$ cat src/rtl/gpio_bank.sv
// GPIO bank: NCH channels of WIDTH-bit I/O with set/clear/toggle output writes,
// synchronised inputs, edge-detect sticky status and one registered interrupt.

module gpio_bank_ch #(
  parameter int WIDTH = 32
) (
  input  logic             clk,
  input  logic             rst,
  input  logic             sel,
  input  logic             we,
  input  logic [2:0]       rsel,
  input  logic [WIDTH-1:0] wd,
  input  logic [WIDTH-1:0] pin,
  output logic [WIDTH-1:0] rdata,
  output logic [WIDTH-1:0] out,
  output logic             hit
);
  logic [WIDTH-1:0] s1_q, s2_q, s3_q, out_q, ien_q, stat_q, edge_q;
  logic [WIDTH-1:0] s1_d, s2_d, s3_d, out_d, ien_d, stat_d, edge_d;
  logic [WIDTH-1:0] evt, clr;

  always_comb begin
    s1_d   = pin;
    s2_d   = s1_q;
    s3_d   = s2_q;
    out_d  = out_q;
    ien_d  = ien_q;
    edge_d = edge_q;
    clr    = '0;
    // Only s2/s3 transitions produce events, so rewriting EDGE alone is harmless.
    evt    = (edge_q & s2_q & ~s3_q) | (~edge_q & ~s2_q & s3_q);
    if (sel && we) begin
      case (rsel)
        3'd1:    out_d  = wd;
        3'd2:    out_d  = out_q | wd;
        3'd3:    out_d  = out_q & ~wd;
        3'd4:    out_d  = out_q ^ wd;
        3'd5:    ien_d  = wd;
        3'd6:    clr    = wd;
        3'd7:    edge_d = wd;
        default: ;
      endcase
    end
    // A new event in the same cycle as a W1C keeps the bit set.
    stat_d = (stat_q & ~clr) | evt;
  end

  always_comb begin
    rdata = '0;
    case (rsel)
      3'd0:    rdata = s2_q;
      3'd1:    rdata = out_q;
      3'd5:    rdata = ien_q;
      3'd6:    rdata = stat_q;
      3'd7:    rdata = edge_q;
      default: rdata = '0;
    endcase
  end

  always_ff @(posedge clk or negedge rst) begin
    if (!rst) begin
      s1_q   <= '0;
      s2_q   <= '0;
      s3_q   <= '0;
      out_q  <= '0;
      ien_q  <= '0;
      stat_q <= '0;
      edge_q <= '0;
    end else begin
      s1_q   <= s1_d;
      s2_q   <= s2_d;
      s3_q   <= s3_d;
      out_q  <= out_d;
      ien_q  <= ien_d;
      stat_q <= stat_d;
      edge_q <= edge_d;
    end
  end

  assign out = out_q;
  assign hit = |(stat_q & ien_q);
endmodule

module gpio_bank #(
  parameter int WIDTH = 32,
  parameter int NCH   = 2,
  parameter int AW    = $clog2(NCH) + 3
) (
  input  logic                 clk,
  input  logic                 rst,
  input  logic [AW-1:0]        A,
  input  logic                 WE,
  input  logic [WIDTH-1:0]     WD,
  input  logic [NCH*WIDTH-1:0] gpI,
  output logic [WIDTH-1:0]     RD,
  output logic [NCH*WIDTH-1:0] gpO,
  output logic                 irq
);
  localparam int CW = (AW > 3) ? AW - 3 : 1;

  logic [CW-1:0]                ch_sel;
  logic [NCH-1:0]               sel, hit;
  logic [NCH-1:0][WIDTH-1:0]    rd_ch, out_ch;
  logic [WIDTH-1:0]             rd_d, rd_q;
  logic                         irq_d, irq_q;

  generate
    if (AW > 3) begin : g_dec
      assign ch_sel = A[AW-1:3];
    end else begin : g_one
      assign ch_sel = '0;
    end
  endgenerate

  // Unpopulated channel numbers match no sel bit, so they read 0 and ignore writes.
  for (genvar c = 0; c < NCH; c++) begin : g_ch
    assign sel[c] = (ch_sel == CW'(c));
    gpio_bank_ch #(.WIDTH(WIDTH)) u_ch (
      .clk   (clk),
      .rst   (rst),
      .sel   (sel[c]),
      .we    (WE),
      .rsel  (A[2:0]),
      .wd    (WD),
      .pin   (gpI[c*WIDTH +: WIDTH]),
      .rdata (rd_ch[c]),
      .out   (out_ch[c]),
      .hit   (hit[c])
    );
  end

  always_comb begin
    rd_d = '0;
    for (int c = 0; c < NCH; c++)
      if (sel[c]) rd_d = rd_ch[c];
    irq_d = |hit;
  end

  always_ff @(posedge clk or negedge rst) begin
    if (!rst) begin
      rd_q  <= '0;
      irq_q <= 1'b0;
    end else begin
      rd_q  <= rd_d;
      irq_q <= irq_d;
    end
  end

  assign RD  = rd_q;
  assign irq = irq_q;
  assign gpO = out_ch;
endmodule

$ cat config.mk
export PLATFORM = sky130hd
export DESIGN_NAME = gpio_bank
export DESIGN_NICKNAME = d
export VERILOG_FILES = /design/src/rtl/gpio_bank.sv
export SDC_FILE = /design/constraint.sdc
export NUM_CORES = 1
export LEC_CHECK = 0
export ABC_AREA = 1
export CAP_MARGIN = 5
export CORE_UTILIZATION = 45
export DETAILED_ROUTE_END_ITERATION = 8
export GPL_ROUTABILITY_DRIVEN = 0
export PLACE_DENSITY = 0.75
export SLEW_MARGIN = 20
export SYNTH_ARGS = -nofsm -noshare
export SYNTH_HDL_FRONTEND = slang
export SYNTH_SLANG_ARGS = --single-unit
$ cat constraint.sdc
create_clock -name clk -period 1.5 [get_ports clk]
set_input_delay 0.3 -clock clk [delete_from_list [all_inputs] [get_ports clk]]
set_output_delay 0.3 -clock clk [all_outputs]
set_load 0.02 [all_outputs]
==> out/metrics.yaml <==
detailed_routing:
  routed-via-count: 21169
  route.detailed.wl_per_inst_um: 17.8
  final_antenna_net_count: 0
  detail_route.drc_violations: 0
  drt_iter0_markers: 2010
  drt_pass1_iterations: 6
  postRouteWirelength_um: 72600
  routed_via_density: 5.18
sta:
  setup_viol: 3
  timing.final.hold_violations: 0
  report.final.slew_viol_count: 0
  timing.final.crit_period_ns: 1.55
  fin_crit_sh_pct: 103
  max_slew_margin_pct: 55.9
  transition_at_the_pin_with_the_smallest_max_transition_slack_ns: 0.662
  highest_clock_rate_ghz: 0.645
  final.setup.worst_slack_ns: -0.0495
  clock-skew-final_ns: 0.0146
  rsz0062_at_grt: "true"
synth:
  synth_nets: 3217
  synth.cell_area_sq_um: 23700
  ys_seq_area_share_pct: 50.8
  synthesis.area_per_instance_sq_um: 7.93
  ys_warn_count: 0
  synth.ff_latch_count: 481
  synth.distinct_cells: 23
  cell_count_after_synthesis: 2986
final_layout:
  fillers: 4422
  synthToLayoutAreaGrowth_pct: 27.1
  multi_input_combinational_cell_area_sq_um: 9660
  diodes: 0
  post-route-util_pct: 58.3
  finish.cell_count_without_fillers: 4090
  layout_cell_share_with_drive_strength_beyond_1_pct: 14.0
  seq_area_sq_um: 12100
  nNetsFinal: 3598
run_status:
  violations: "negative setup slack"
  status: "complete, but fails checks"
cts:
  tritoncts_clock_tree: "yes"
  count_of_h_tree_levels_built_during_cts: 2
  numClockSinks: 481
  clk_pin_slew_worst_paths_ns: 0.06
  clock_path_buffers: 3
  cts_root_buf: "sky130_fd_sc_hd__clkbuf_16"
  worstSkewPairLatency_ns: 0.61
  tritoncts.num_buffers: 53
place:
  hpwl_um: 48300
  placement.io_buffers: 199
  dpl.cell_count: 3919
worst_setup_path:
  setup.worst_path.start_class: "register"
  worstSetupPathType: "reg -> out"
  r2r_slack_ns: 0.05
  crit_path_max_fanout: 2
  cpPeakStageDelay_ns: 0.39
  critical_path.slowest_cell: "sky130_fd_sc_hd__dfrtp_1"
  path_cells: "buf_6 > buf_6"
  crit_required_ns: 1.20
  cp_data_arrival_time_ns: 1.25
  crit_top_cell: "sky130_fd_sc_hd__buf_6"
  worst_setup_path_startpoint: "g_ch[0].u_ch.out[30]"
  launching_point_of_the_worst_reg2reg_path: "g_ch[1].u_ch.out[23]"
  crit_path_end_kind: "output port"
pwr:
  p_leak_uw: 0.0153
  clockPowerShare_pct: 34.9
  cell_internal_pwr_uw: 25800
  ir_worst_vdd_mv: 0.971
  switching_share_pct: 30.6
  combinationalPowerShare_pct: 22.1
  p_per_cell_area_nw_per_um2: 1230
  total_switching_power_uw: 11400
  power.sequential.fraction_pct: 43.0
global_route:
  grt_max_degree: 64
  grt_pass1_vias: 20549
  grt_first_pass_wirelength_um: 113000
  grtUsageTotal_pct: 27.2
  grt.overflow.total: 0
  antenna_violations_before_repair: 1
floorplanning:
  initial_standard_cell_utilization_of_the_core_pct: 45.9
  placement_rows: 83
  ioPinCount: 200
  floorplan.die_area_sq_um: 53600
  die_span_y_um: 231
  die-width_um: 231
  fp.coreArea_sq_um: 51600
flow_run:
  max-cap-violations: 0
min_path:
  holdCritPathClass: "in -> async"
-- layout make-up --
class	instances	share of cell area, %
Clock buffer	86	5.39
Clock inverter	12	0.395
Inverter	375	4.70
Multi-Input combinational cell	2009	32.1
Sequential cell	481	40.1
Tap cell	680	2.83
Timing Repair Buffer	447	14.5
-- layout by cell type, fill, tap and decap left out, drive strengths merged --
cell type      synthesis  routed
ha                   128     128
dlygate4sd3            0       1
nor2                 619     619
nand2                758     758
clkinvlp               0       2
o211ai                64      64
nand3                204     204
clkbuf                37      91
clkinv                 0       7
nor3                   1       1
dfrtp                481     481
clkdlybuf4s50          0      99
inv                  375     376
nand4                 20      20
buf                   84     342
o21ai                215     215
bufinv                 0       2
-- worst paths after layout --
check / cells after the start / end
worst max-delay path: 2 / gpO[30]
worst min-delay path: 2 / RD[15]
worst max register to register: 9 / g_ch[1].u_ch.out[23]
worst min register to register: 0 / g_ch[0].u_ch.s2_q[15]
max in group asynchronous: 4 / g_ch[1].u_ch.s2_q[22]
min in group clk: 1 / g_ch[0].u_ch.s1_q[3]
-- cell families (layout without fill, tap and decap cells) --
group	after synthesis	count (layout)	synth area share, %
and+or+nand+nor	1602	1602	26.9
DFF	481	481	50.8
adders and majority gates	128	128	6.76
AOI/OAI and AO/OA	279	279	6.67
buffers and inverters	496	920	8.84
-- critical path: cells and delay by family (launching register included) --
kind | cells | cell delay [ns]
flops | 1 | 0.39
buf+inv | 2 | 0.25
-- timing repair --
action,4_1_cts,5_1_grt
cloned,0,5
hold endpoints to repair,409,0
hold buffers,1,0
setup buffers,55,12
pin swaps,0,11
gates resized for setup,467,46
endpoints found under the setup margin,97,76
-- routing by layer --
metal	track usage, %	vias to the layer above	share of wire [%]
li1	-	9981	-
met5	0	-	0.018
met4	10.2	2	3.8
met2	43.2	1043	46
met1	37.0	9943	41
met3	4.81	200	9.3
-- synthesized netlist by cell type --
cell / count / share of area [%]
sky130_fd_sc_hd__nor2_2: 4 / 0.11
sky130_fd_sc_hd__clkbuf_1: 25 / 0.40
sky130_fd_sc_hd__nand3_4: 1 / 0.074
sky130_fd_sc_hd__inv_1: 369 / 5.8
sky130_fd_sc_hd__o21ai_0: 213 / 4.5
sky130_fd_sc_hd__inv_4: 1 / 0.026
sky130_fd_sc_hd__clkbuf_2: 12 / 0.25
sky130_fd_sc_hd__buf_6: 9 / 0.43
sky130_fd_sc_hd__buf_1: 1 / 0.016
sky130_fd_sc_hd__ha_1: 128 / 6.8
sky130_fd_sc_hd__inv_2: 5 / 0.079
sky130_fd_sc_hd__o211ai_1: 64 / 2.0
sky130_fd_sc_hd__nand4_1: 20 / 0.53
sky130_fd_sc_hd__nor2_1: 615 / 9.7
sky130_fd_sc_hd__nand3_1: 200 / 4.2
sky130_fd_sc_hd__nand2_2: 3 / 0.079
sky130_fd_sc_hd__nand3_2: 3 / 0.13
sky130_fd_sc_hd__buf_2: 52 / 1.1
sky130_fd_sc_hd__buf_4: 22 / 0.70
sky130_fd_sc_hd__nor3_4: 1 / 0.069
sky130_fd_sc_hd__nand2_1: 755 / 12
sky130_fd_sc_hd__dfrtp_1: 481 / 51
sky130_fd_sc_hd__o21ai_4: 2 / 0.14
-- stage by stage --
stage	worst slack [ns]	cell area (sq um)	TNS, ns	power, uW	hold slack (ns)
6_report	-0.0495	30100	-0.0708	37200	0.111
5_1_grt	-0.0794	30100	-0.417	39100	0.109
4_1_cts	-0.0469	29700	-0.274	37100	0.0918
3_5_place_dp	-0.564	27800	-134.17	23800	0.123
3_3_place_gp	-0.525	27800	-125.08	23600	0.124
2_1_floorplan	0.168	23700	0	20100	0.00441
-- power by group through the flow --
| stage | Sequential (uW) | Combinational (uW) | Clock, uW |
|---|---|---|---|
| 2_1_floorplan | 16500 | 3590 | 0 |
| 3_3_place_gp | 16300 | 7290 | 0 |
| 3_5_place_dp | 16300 | 7470 | 0 |
| 4_1_cts | 16000 | 8000 | 13200 |
| 5_1_grt | 16200 | 9200 | 13700 |
| 6_report | 16000 | 8210 | 13000 |
-- sequential cells by signal (all words and copies together), names as in the netlist --
| register | flops |
|---|---|
| RD | 32 |
| g_ch.u_ch.edge_q | 64 |
| g_ch.u_ch.ien_q | 64 |
| g_ch.u_ch.out | 64 |
| g_ch.u_ch.s1_q | 64 |
| g_ch.u_ch.s2_q | 64 |
| g_ch.u_ch.s3_q | 64 |
| g_ch.u_ch.stat_q | 64 |
| irq | 1 |
No activity file was read; power rests on OpenSTA's default activity.
